--- src/rtl/mips_ctrl_pkg.sv ---
// Shared encodings for the multicycle MIPS main control unit.
// The HALT state exists only when CTRL_ILLEGAL_TRAP_EN is defined.
package mips_ctrl_pkg;

  localparam logic [5:0] OP_R     = 6'b000000;
  localparam logic [5:0] OP_LW    = 6'b100011;
  localparam logic [5:0] OP_SW    = 6'b101011;
  localparam logic [5:0] OP_BEQ   = 6'b000100;
  localparam logic [5:0] OP_J     = 6'b000010;
  localparam logic [5:0] OP_ADDI  = 6'b001000;
  localparam logic [5:0] OP_ADDIU = 6'b001001;
  localparam logic [5:0] OP_SLTI  = 6'b001010;
  localparam logic [5:0] OP_ANDI  = 6'b001100;
  localparam logic [5:0] OP_ORI   = 6'b001101;

  // ALUop encodings shared with the ALU control block
  localparam logic [2:0] ALU_SUB   = 3'b000;
  localparam logic [2:0] ALU_ADD   = 3'b001;
  localparam logic [2:0] ALU_SLT   = 3'b010;
  localparam logic [2:0] ALU_AND   = 3'b011;
  localparam logic [2:0] ALU_OR    = 3'b100;
  localparam logic [2:0] ALU_ADDU  = 3'b101;
  localparam logic [2:0] ALU_RTYPE = 3'b111;

  localparam logic [1:0] SRCB_B      = 2'b00;
  localparam logic [1:0] SRCB_FOUR   = 2'b01;
  localparam logic [1:0] SRCB_IMM    = 2'b10;
  localparam logic [1:0] SRCB_IMM_SH = 2'b11;

  localparam logic [1:0] PCSRC_ALU    = 2'b00;
  localparam logic [1:0] PCSRC_ALUOUT = 2'b01;
  localparam logic [1:0] PCSRC_JUMP   = 2'b10;

  typedef enum logic [3:0] {
    S_FETCH, S_DECODE, S_MEM_ADDR, S_MEM_READ, S_MEM_WB, S_MEM_WRITE,
    S_R_EXEC, S_R_WB, S_I_EXEC, S_I_WB, S_BRANCH, S_JUMP
`ifdef CTRL_ILLEGAL_TRAP_EN
    , S_HALT
`endif
  } state_t;

  typedef struct packed {
    logic       pc_write;
    logic       pc_write_cond;
    logic       ior_d;
    logic       mem_read;
    logic       mem_write;
    logic       ir_write;
    logic       mem_to_reg;
    logic       reg_dst;
    logic       reg_write;
    logic       alu_src_a;
    logic [1:0] alu_src_b;
    logic [1:0] pc_source;
    logic [2:0] alu_op;
  } ctrl_t;

  function automatic logic [2:0] i_type_alu_op(input logic [5:0] op);
    case (op)
      OP_ADDI:  return ALU_ADD;
      OP_ADDIU: return ALU_ADDU;
      OP_SLTI:  return ALU_SLT;
      OP_ANDI:  return ALU_AND;
      OP_ORI:   return ALU_OR;
      default:  return ALU_ADD;
    endcase
  endfunction

endpackage

--- src/rtl/mips_ctrl_outdec.sv ---
// Moore output decode: state plus latched opcode to raw control lines
// (before mem_ready and reset gating). CTRL_ILLEGAL_TRAP_EN adds illegal_op.
module mips_ctrl_outdec
  import mips_ctrl_pkg::*;
(
  input  state_t     state,
  input  logic [5:0] op,
  output ctrl_t      ctrl
`ifdef CTRL_ILLEGAL_TRAP_EN
  , output logic     illegal_op
`endif
);

  // per-state control word; anything not set stays 0
  always_comb begin
    ctrl = '0;
    case (state)
      S_FETCH: begin
        ctrl.mem_read  = 1'b1;
        ctrl.ir_write  = 1'b1;
        ctrl.pc_write  = 1'b1;
        ctrl.alu_src_b = SRCB_FOUR;
        ctrl.alu_op    = ALU_ADD;
        ctrl.pc_source = PCSRC_ALU;
      end
      S_DECODE: begin
        ctrl.alu_src_b = SRCB_IMM_SH;
        ctrl.alu_op    = ALU_ADD;
      end
      S_MEM_ADDR: begin
        ctrl.alu_src_a = 1'b1;
        ctrl.alu_src_b = SRCB_IMM;
        ctrl.alu_op    = ALU_ADD;
      end
      S_MEM_READ: begin
        ctrl.mem_read = 1'b1;
        ctrl.ior_d    = 1'b1;
      end
      S_MEM_WB: begin
        ctrl.reg_write  = 1'b1;
        ctrl.mem_to_reg = 1'b1;
      end
      S_MEM_WRITE: begin
        ctrl.mem_write = 1'b1;
        ctrl.ior_d     = 1'b1;
      end
      S_R_EXEC: begin
        ctrl.alu_src_a = 1'b1;
        ctrl.alu_src_b = SRCB_B;
        ctrl.alu_op    = ALU_RTYPE;
      end
      S_R_WB: begin
        ctrl.reg_write = 1'b1;
        ctrl.reg_dst   = 1'b1;
      end
      S_I_EXEC: begin
        ctrl.alu_src_a = 1'b1;
        ctrl.alu_src_b = SRCB_IMM;
        ctrl.alu_op    = i_type_alu_op(op);
      end
      S_I_WB: begin
        ctrl.reg_write = 1'b1;
      end
      S_BRANCH: begin
        ctrl.alu_src_a     = 1'b1;
        ctrl.alu_src_b     = SRCB_B;
        ctrl.alu_op        = ALU_SUB;
        ctrl.pc_write_cond = 1'b1;
        ctrl.pc_source     = PCSRC_ALUOUT;
      end
      S_JUMP: begin
        ctrl.pc_write  = 1'b1;
        ctrl.pc_source = PCSRC_JUMP;
      end
      default: ctrl = '0;
    endcase
  end

`ifdef CTRL_ILLEGAL_TRAP_EN
  assign illegal_op = (state == S_HALT);
`endif

endmodule

--- src/rtl/mips_multicycle_ctrl.sv ---
// Multicycle MIPS main control FSM: state register, next-state, opcode latch
// and mem_ready/reset gating. CTRL_ILLEGAL_TRAP_EN enables the HALT trap.
module mips_multicycle_ctrl
  import mips_ctrl_pkg::*;
(
  input  logic       clk,
  input  logic       rst,
  input  logic [5:0] opcode,
  input  logic       mem_ready,
  output logic       PCWrite,
  output logic       PCWriteCond,
  output logic       IorD,
  output logic       MemRead,
  output logic       MemWrite,
  output logic       IRWrite,
  output logic       MemtoReg,
  output logic       RegDst,
  output logic       RegWrite,
  output logic       ALUSrcA,
  output logic [1:0] ALUSrcB,
  output logic [1:0] PCSource,
  output logic [2:0] ALUop
`ifdef CTRL_ILLEGAL_TRAP_EN
  , output logic     illegal_op
`endif
);

  state_t     state_r;
  state_t     next_state_s;
  logic [5:0] op_r;
  ctrl_t      dec_s;
  logic       fetch_ok_s;

  // state register and opcode latch captured during DECODE
  always_ff @(posedge clk or posedge rst) begin
    if (rst) begin
      state_r <= S_FETCH;
      op_r    <= 6'b000000;
    end else begin
      state_r <= next_state_s;
      if (state_r == S_DECODE) op_r <= opcode;
    end
  end

  // next-state logic; memory states wait on mem_ready
  always_comb begin
    next_state_s = S_FETCH;
    case (state_r)
      S_FETCH:     next_state_s = mem_ready ? S_DECODE : S_FETCH;
      S_DECODE: begin
        case (opcode)
          OP_LW, OP_SW: next_state_s = S_MEM_ADDR;
          OP_R:         next_state_s = S_R_EXEC;
          OP_BEQ:       next_state_s = S_BRANCH;
          OP_J:         next_state_s = S_JUMP;
          OP_ADDI, OP_ADDIU, OP_SLTI, OP_ANDI, OP_ORI:
                        next_state_s = S_I_EXEC;
`ifdef CTRL_ILLEGAL_TRAP_EN
          default:      next_state_s = S_HALT;
`else
          default:      next_state_s = S_FETCH;
`endif
        endcase
      end
      S_MEM_ADDR:  next_state_s = (op_r == OP_LW) ? S_MEM_READ : S_MEM_WRITE;
      S_MEM_READ:  next_state_s = mem_ready ? S_MEM_WB : S_MEM_READ;
      S_MEM_WB:    next_state_s = S_FETCH;
      S_MEM_WRITE: next_state_s = mem_ready ? S_FETCH : S_MEM_WRITE;
      S_R_EXEC:    next_state_s = S_R_WB;
      S_R_WB:      next_state_s = S_FETCH;
      S_I_EXEC:    next_state_s = S_I_WB;
      S_I_WB:      next_state_s = S_FETCH;
      S_BRANCH:    next_state_s = S_FETCH;
      S_JUMP:      next_state_s = S_FETCH;
`ifdef CTRL_ILLEGAL_TRAP_EN
      S_HALT:      next_state_s = S_HALT;
`endif
      default:     next_state_s = S_FETCH;
    endcase
  end

  mips_ctrl_outdec u_outdec (
    .state      (state_r),
    .op         (op_r),
    .ctrl       (dec_s)
`ifdef CTRL_ILLEGAL_TRAP_EN
    , .illegal_op (illegal_op)
`endif
  );

  // IR/PC load in FETCH only on the cycle the read completes
  assign fetch_ok_s = (state_r != S_FETCH) || mem_ready;

  // reset masks every write enable and the read request combinationally
  assign PCWrite     = dec_s.pc_write & fetch_ok_s & ~rst;
  assign IRWrite     = dec_s.ir_write & fetch_ok_s & ~rst;
  assign PCWriteCond = dec_s.pc_write_cond & ~rst;
  assign RegWrite    = dec_s.reg_write & ~rst;
  assign MemWrite    = dec_s.mem_write & ~rst;
  assign MemRead     = dec_s.mem_read & ~rst;
  assign IorD        = dec_s.ior_d;
  assign MemtoReg    = dec_s.mem_to_reg;
  assign RegDst      = dec_s.reg_dst;
  assign ALUSrcA     = dec_s.alu_src_a;
  assign ALUSrcB     = dec_s.alu_src_b;
  assign PCSource    = dec_s.pc_source;
  assign ALUop       = dec_s.alu_op;

endmodule

--- config.mk ---
export PLATFORM = sky130hd
export DESIGN_NAME = mips_multicycle_ctrl
export DESIGN_NICKNAME = d
export VERILOG_FILES = /design/src/rtl/mips_ctrl_pkg.sv /design/src/rtl/mips_ctrl_outdec.sv /design/src/rtl/mips_multicycle_ctrl.sv
export SDC_FILE = /design/constraint.sdc
export NUM_CORES = 1
export LEC_CHECK = 0
export CAP_MARGIN = 20
export CORE_MARGIN = 2
export CORE_UTILIZATION = 48
export CTS_BUF_LIST = sky130_fd_sc_hd__clkbuf_4
export DETAILED_ROUTE_END_ITERATION = 7
export GPL_ROUTABILITY_DRIVEN = 0
export PLACE_DENSITY = 0.83
export SYNTH_ARGS = -nofsm -noshare
export SYNTH_HDL_FRONTEND = slang
export SYNTH_SLANG_ARGS = --single-unit
export TNS_END_PERCENT = 50
--- constraint.sdc ---
create_clock -name clk -period 1.6 [get_ports clk]
set_input_delay 0.16 -clock clk [delete_from_list [all_inputs] [get_ports clk]]
set_output_delay 0.16 -clock clk [all_outputs]
set_load 0.03 [all_outputs]
; ---- Yosys cells after proc, flatten, opt, wreduce, memory -nomap -nowiden
; Cells that the tools add are included.
[totals]
regBits = 10
in_bits = 9
out_inout_bits = 17
elab_cells = 69
[classes]
eq_ne = 25
muxes = 20
bitwise_logic = 9
n_reduce_logical = 13
[op_table]
columns = cell, n
row1 = $eq A6 B4 Y1 const B, 9
row2 = $pmux W4 S7, 1
row3 = $pmux W4 S5, 1
row4 = $eq A6 B6 Y1 const B, 3
row5 = $eq A4 B3 Y1 const B, 4
row6 = $eq A4 B4 Y1 const B, 4
row7 = $pmux W3 S4, 1
row8 = $mux W1, 11
row9 = $reduce_or A2 Y1, 5
row10 = $mux W3, 3
row11 = $pmux W3 S3, 1
row12 = $and A1 B1 Y1, 8
row13 = $eq A4 B2 Y1 const B, 2
row14 = $eq A6 B2 Y1 const B, 1
row15 = $eq A6 B3 Y1 const B, 1
row16 = $logic_not A6 Y1, 1
row17 = $pmux W2 S3, 1
row18 = $reduce_or A3 Y1, 2
row19 = $reduce_or A5 Y1, 1
row20 = $eq A4 B1 Y1 const B, 1
row21 = $logic_not A4 Y1, 1
row22 = $pmux W2 S2, 1
row23 = $reduce_bool A4 Y1, 1
row24 = $reduce_or A4 Y1, 1
row25 = 2 further kinds, 2

; ---- Longest topological paths before layout
; Gate-level depths: netlist of run 1.
[depth]
ltp_word = 5
mapped_depth = 5

; ---- Modules after synthesis
; From an unflattened synthesis of run 1, not the netlist that was laid out.
[hier_totals]
cells_unflattened = 109
area_unflattened_um2 = 954.7
[by_module_without_submodules]
columns = mod, n_inst, cells_per_inst, area_per_inst_um2
row1 = mips_multicycle_ctrl, 1, 62, 633.1
row2 = mips_ctrl_outdec, 1, 47, 321.6

; ---- Worst setup path before layout of run 1
; OpenSTA, ideal clock, no wires.
[synth_path]
kind = register to output
start = register state_r[1]
end = output IRWrite
arrival_time_ns = 1.805
setup_slack_ns = -0.365
stages_incl_launch_ff = 6
path_buffers = 2
path_cell_list = dfrtp_1 buf_6 buf_2 nor2_1 nand2_1 nor4_1
[synth_via]
elab_chain_len = 4
[synth_lines]
columns = element, line_no
row1 = from (decl), mips_multicycle_ctrl.sv:28  ; state_t state_r;
row2 = from (signal assigned), mips_multicycle_ctrl.sv:40  ; state_r <= next_state_s;
row3 = $logic_not A4 Y1 or $reduce_bool A4 Y1 (tied branches), "mips_ctrl_outdec.sv:17, mips_multicycle_ctrl.sv:92"
row4 = $mux W1 or $logic_or A1 B1 Y1 (tied branches), "mips_ctrl_outdec.sv:17, mips_multicycle_ctrl.sv:92"
row5 = $and A1 B1 Y1 * (2 in series), mips_multicycle_ctrl.sv:96  ; assign IRWrite = dec_s.ir_write & fetch_ok_s & ~rst;
row6 = to (decl), mips_multicycle_ctrl.sv:15  ; output logic IRWrite,
; Mark *: on every way between the ends. The rest lies on a longest branch, timed or not.

; ---- Worst setup path after layout of run 1
[layout_path]
start = register state_r[0]
end = output ALUSrcB[1]
[layout_via]
elab_chain_len = 3
[layout_lines]
columns = element, line_no
row1 = $eq A4 B2 Y1 or $eq A4 B4 Y1 (tied branches), mips_ctrl_outdec.sv:17  ; case (state)
row2 = $reduce_or A2 Y1 (no source line), --
row3 = $pmux W2 S3 *, mips_ctrl_outdec.sv:17
row4 = to (decl), mips_multicycle_ctrl.sv:20  ; output logic [1:0] ALUSrcB,
; Marked as above.

==> results of run 1 <==
[per-layer routing]
layer	global-route usage, %	share of wire, %	up-vias
met5	0	0	-
met1	35.5	38	545
li1	-	-	496
met3	6.15	6.0	19
met2	46.8	52	54
met4	3.89	3.2	0
[where the power goes]
part	leakage, nW	switching, mW	internal, mW
clock network	0.0138	0.0831	0.0868
registers	0.118	0.161	0.359
logic	0.500	0.684	0.780
[final timing paths]
path / from / endpoint / slack [ns] / cells after the start
setup / recovery: state_r[0] / ALUSrcB[1] / -0.12 / 6
hold / removal: rst / state_r[3] / 0.43 / 3
setup reg to reg: state_r[2] / state_r[0] / -0.06 / 4
hold reg to reg: op_r[3] / op_r[3] / 0.58 / 1
max in group asynchronous: rst / state_r[0] / 1.02 / 3
min in group clk: op_r[3] / op_r[3] / 0.58 / 1
[flip-flops by register name, summed over array words and instances (netlist names)]
name	cells
op_r	6
state_r	4
[repair_timing]
action	CTS	global route
resized for setup	16	18
setup endpoints to repair	16	22
buffers inserted	11	5
pin swaps	4	8
[cells in the mapped netlist, types with 3 or more instances]
master and instances:
a21oi_1 6, nor3b_1 5, dfrtp_1 10, nor2_1 7, nor3_1 5, mux2_2 5
buf_2 7, xnor2_1 3, nor4_1 5, a31oi_1 3, nand2_1 5, nand4b_1 3
inv_1 7
[layout make-up]
cell class	instances	share of cell area (%)
clock buffer	3	1.52
inverter	7	2.02
multi-input combinational	79	45.2
sequential	10	17.2
tap	25	2.10
timing repair buffer	56	32.0
[stage by stage]
stage	total power, mW	cell area [um^2]	setup TNS, ns	utilization [%]
floorplan	1.19	918	-0.461	-
global placement	1.49	1220	0	70.1
detailed placement	1.52	1220	-0.00116	70.1
CTS	1.88	1380	-0.548	79.0
global route	2.26	1490	-1.91	85.2
finish	2.15	1490	-0.970	85.2
[worst register-to-register path, cell delays in order (launching register included)]
cell and delay (ns):
dfrtp_2 0.46, buf_4 0.17, nor3b_1 0.23, a221oi_1 0.15
o41ai_1 0.48
[cell families (layout without fill, tap and decap cells)]
group                     Yosys count  in the layout  synth area share [%]
xor gates and xnor gates            5              5                  4.92
buffers and inverters              15             66                  8.15
muxes                               5              5                  6.32
DFF                                10             10                  28.1
AOI/OAI and AO/OA                  24             24                  18.7
and+or+nand+nor                    45             45                  33.8
==> flow_metrics.py, run 1 <==
metrics = {
    "sta": {
        "post-route-min-period_ns": 1.72,
        "slew_headroom_pct": 65.2,
        "maxClockFrequency_mhz": 581,
        "rsz0062_at_grt": "true",
        "tightest_slew_ns": 0.515,
        "fin_worst_skew_ns": 0.00114,
        "hold_violations": 0,
        "final.setup.worst_slack_ns": -0.121,
        "fin_crit_sh_pct": 108,
        "slew_viol_final": 0,
        "setup_viol": 12,
        "holdWs_ns": 0.425,
    },
    "synthesis": {
        "avgSynthCellArea_um2": 8.57,
        "synth_area_leader_cell": "dfrtp_1",
        "synth-main-ff-cell": "dfrtp_1",
        "seq_area_frac_synth_pct": 28.1,
        "synth_cells": 104,
        "yosys.area.top_type_share_pct": 28.1,
        "synthesis.nets": 113,
        "synth_area_leaders": "dfrtp_1 (28%), mux2_2 (6.3%), nor3b_1 (4.2%), buf_2 (3.9%), nor4_1 (3.5%)",
        "synthDistinctLibCells": 40,
        "syn_area_um2": 891,
        "yosys_warnings": 0,
        "async_flop_share_pct": 100,
        "synth_edf_count": 0,
        "yosys_register_bits": 10,
    },
    "cts": {
        "cts_sinks": 10,
        "cts_htree_levels": 1,
        "holdBufCountCts": 0,
        "clk_latency_ns": 0.27,
        "cts_buffers": 3,
        "cts_tree": "built",
        "clk_transition_reported_paths_ns": 0.06,
        "clock_path_buffers": 2,
        "clockRootBuffer": "clkbuf_4",
    },
    "grt": {
        "grt_pass1_wl_um": 4250,
        "grt_pass1_vias": 938,
        "grt-ovfl-total": 0,
        "grt_max_degree": 15,
        "antenna_found_initial": 0,
        "grt_use_total_pct": 27.2,
    },
    "final_layout": {
        "insertedDiodeCount": 0,
        "nets": 166,
        "final_layout_size_suffix_gt1_share_pct": 52.9,
        "seqCellArea_um2": 255,
        "final_common_cell": "buf_4",
        "instances_no_fill": 180,
        "multi_input_area_um2": 672,
        "fillers": 100,
        "syn_to_final_growth_pct": 66.9,
        "most-common-layout-cells": "buf_4 (41), clkdlybuf4s50_1 (8), inv_1 (6), dfrtp_1 (6), buf_6 (6)",
    },
    "setup_path": {
        "cp_top_family": "buffers and inverters",
        "critical_path_class": "reg2out",
        "slowest_stage": "dfrtp_2",
        "critPathBufInv": 3,
        "cp-end-kind": "primary output",
        "cp_data_arrival_time_ns": 1.56,
        "required_ns": 1.44,
        "cp-start-kind": "register",
        "path_cells": "buf_12 > buf_4 > xnor2_1 > o22a_1 > nor2_1 > buf_4",
        "critPathMaxFanout": 11,
        "path_common_cell": "buf_4",
        "cpPeakStageDelay_ns": 0.46,
    },
    "place": {
        "dp_hpwl_um": 1860,
        "place_inst": 161,
        "io_buffers": 25,
        "place_ws_ns": -0.00116,
    },
    "floorplan": {
        "coreArea_um2": 1750,
        "ioPinCount": 26,
        "die_w_um": 47.1,
        "start_util_pct": 51.0,
        "std_cell_rows": 15,
        "dieArea_um2": 2220,
        "die_y_um": 47.1,
    },
    "route": {
        "vias": 1114,
        "wirelength_um": 3240,
        "ant_nets": 0,
        "wl_per_cell_um": 18.0,
        "vias_per_cell": 6.19,
        "drt_iter0_drc": 48,
        "drc_errors": 0,
        "firstDrtPassIters": 4,
    },
    "run_status": {
        "run_status": "finished, violations left",
        "violations": "setup timing",
    },
    "min_path": {
        "hold_path_class": "in2async",
    },
    "pwr": {
        "p_leak_nw": 0.632,
        "peakVddDrop_uv": 1310,
        "cellPowerDensity_nw_per_um2": 1450,
    },
    "run": {
        "drv_cap": 0,
    },
}
(Power assumes the default switching activity.)
==> inputs of run 2 (changes only) <==
Settings changed: RECOVER_POWER set to 25.
==> results of run 2 <==
No change in the layout: final DEF, timing and power equal those of run 1.
==> inputs of run 3 (changes only) <==
Settings changed: HOLD_SLACK_MARGIN set to 0.03.
==> results of run 3 <==
No change in the layout: final DEF, timing and power equal those of run 1.
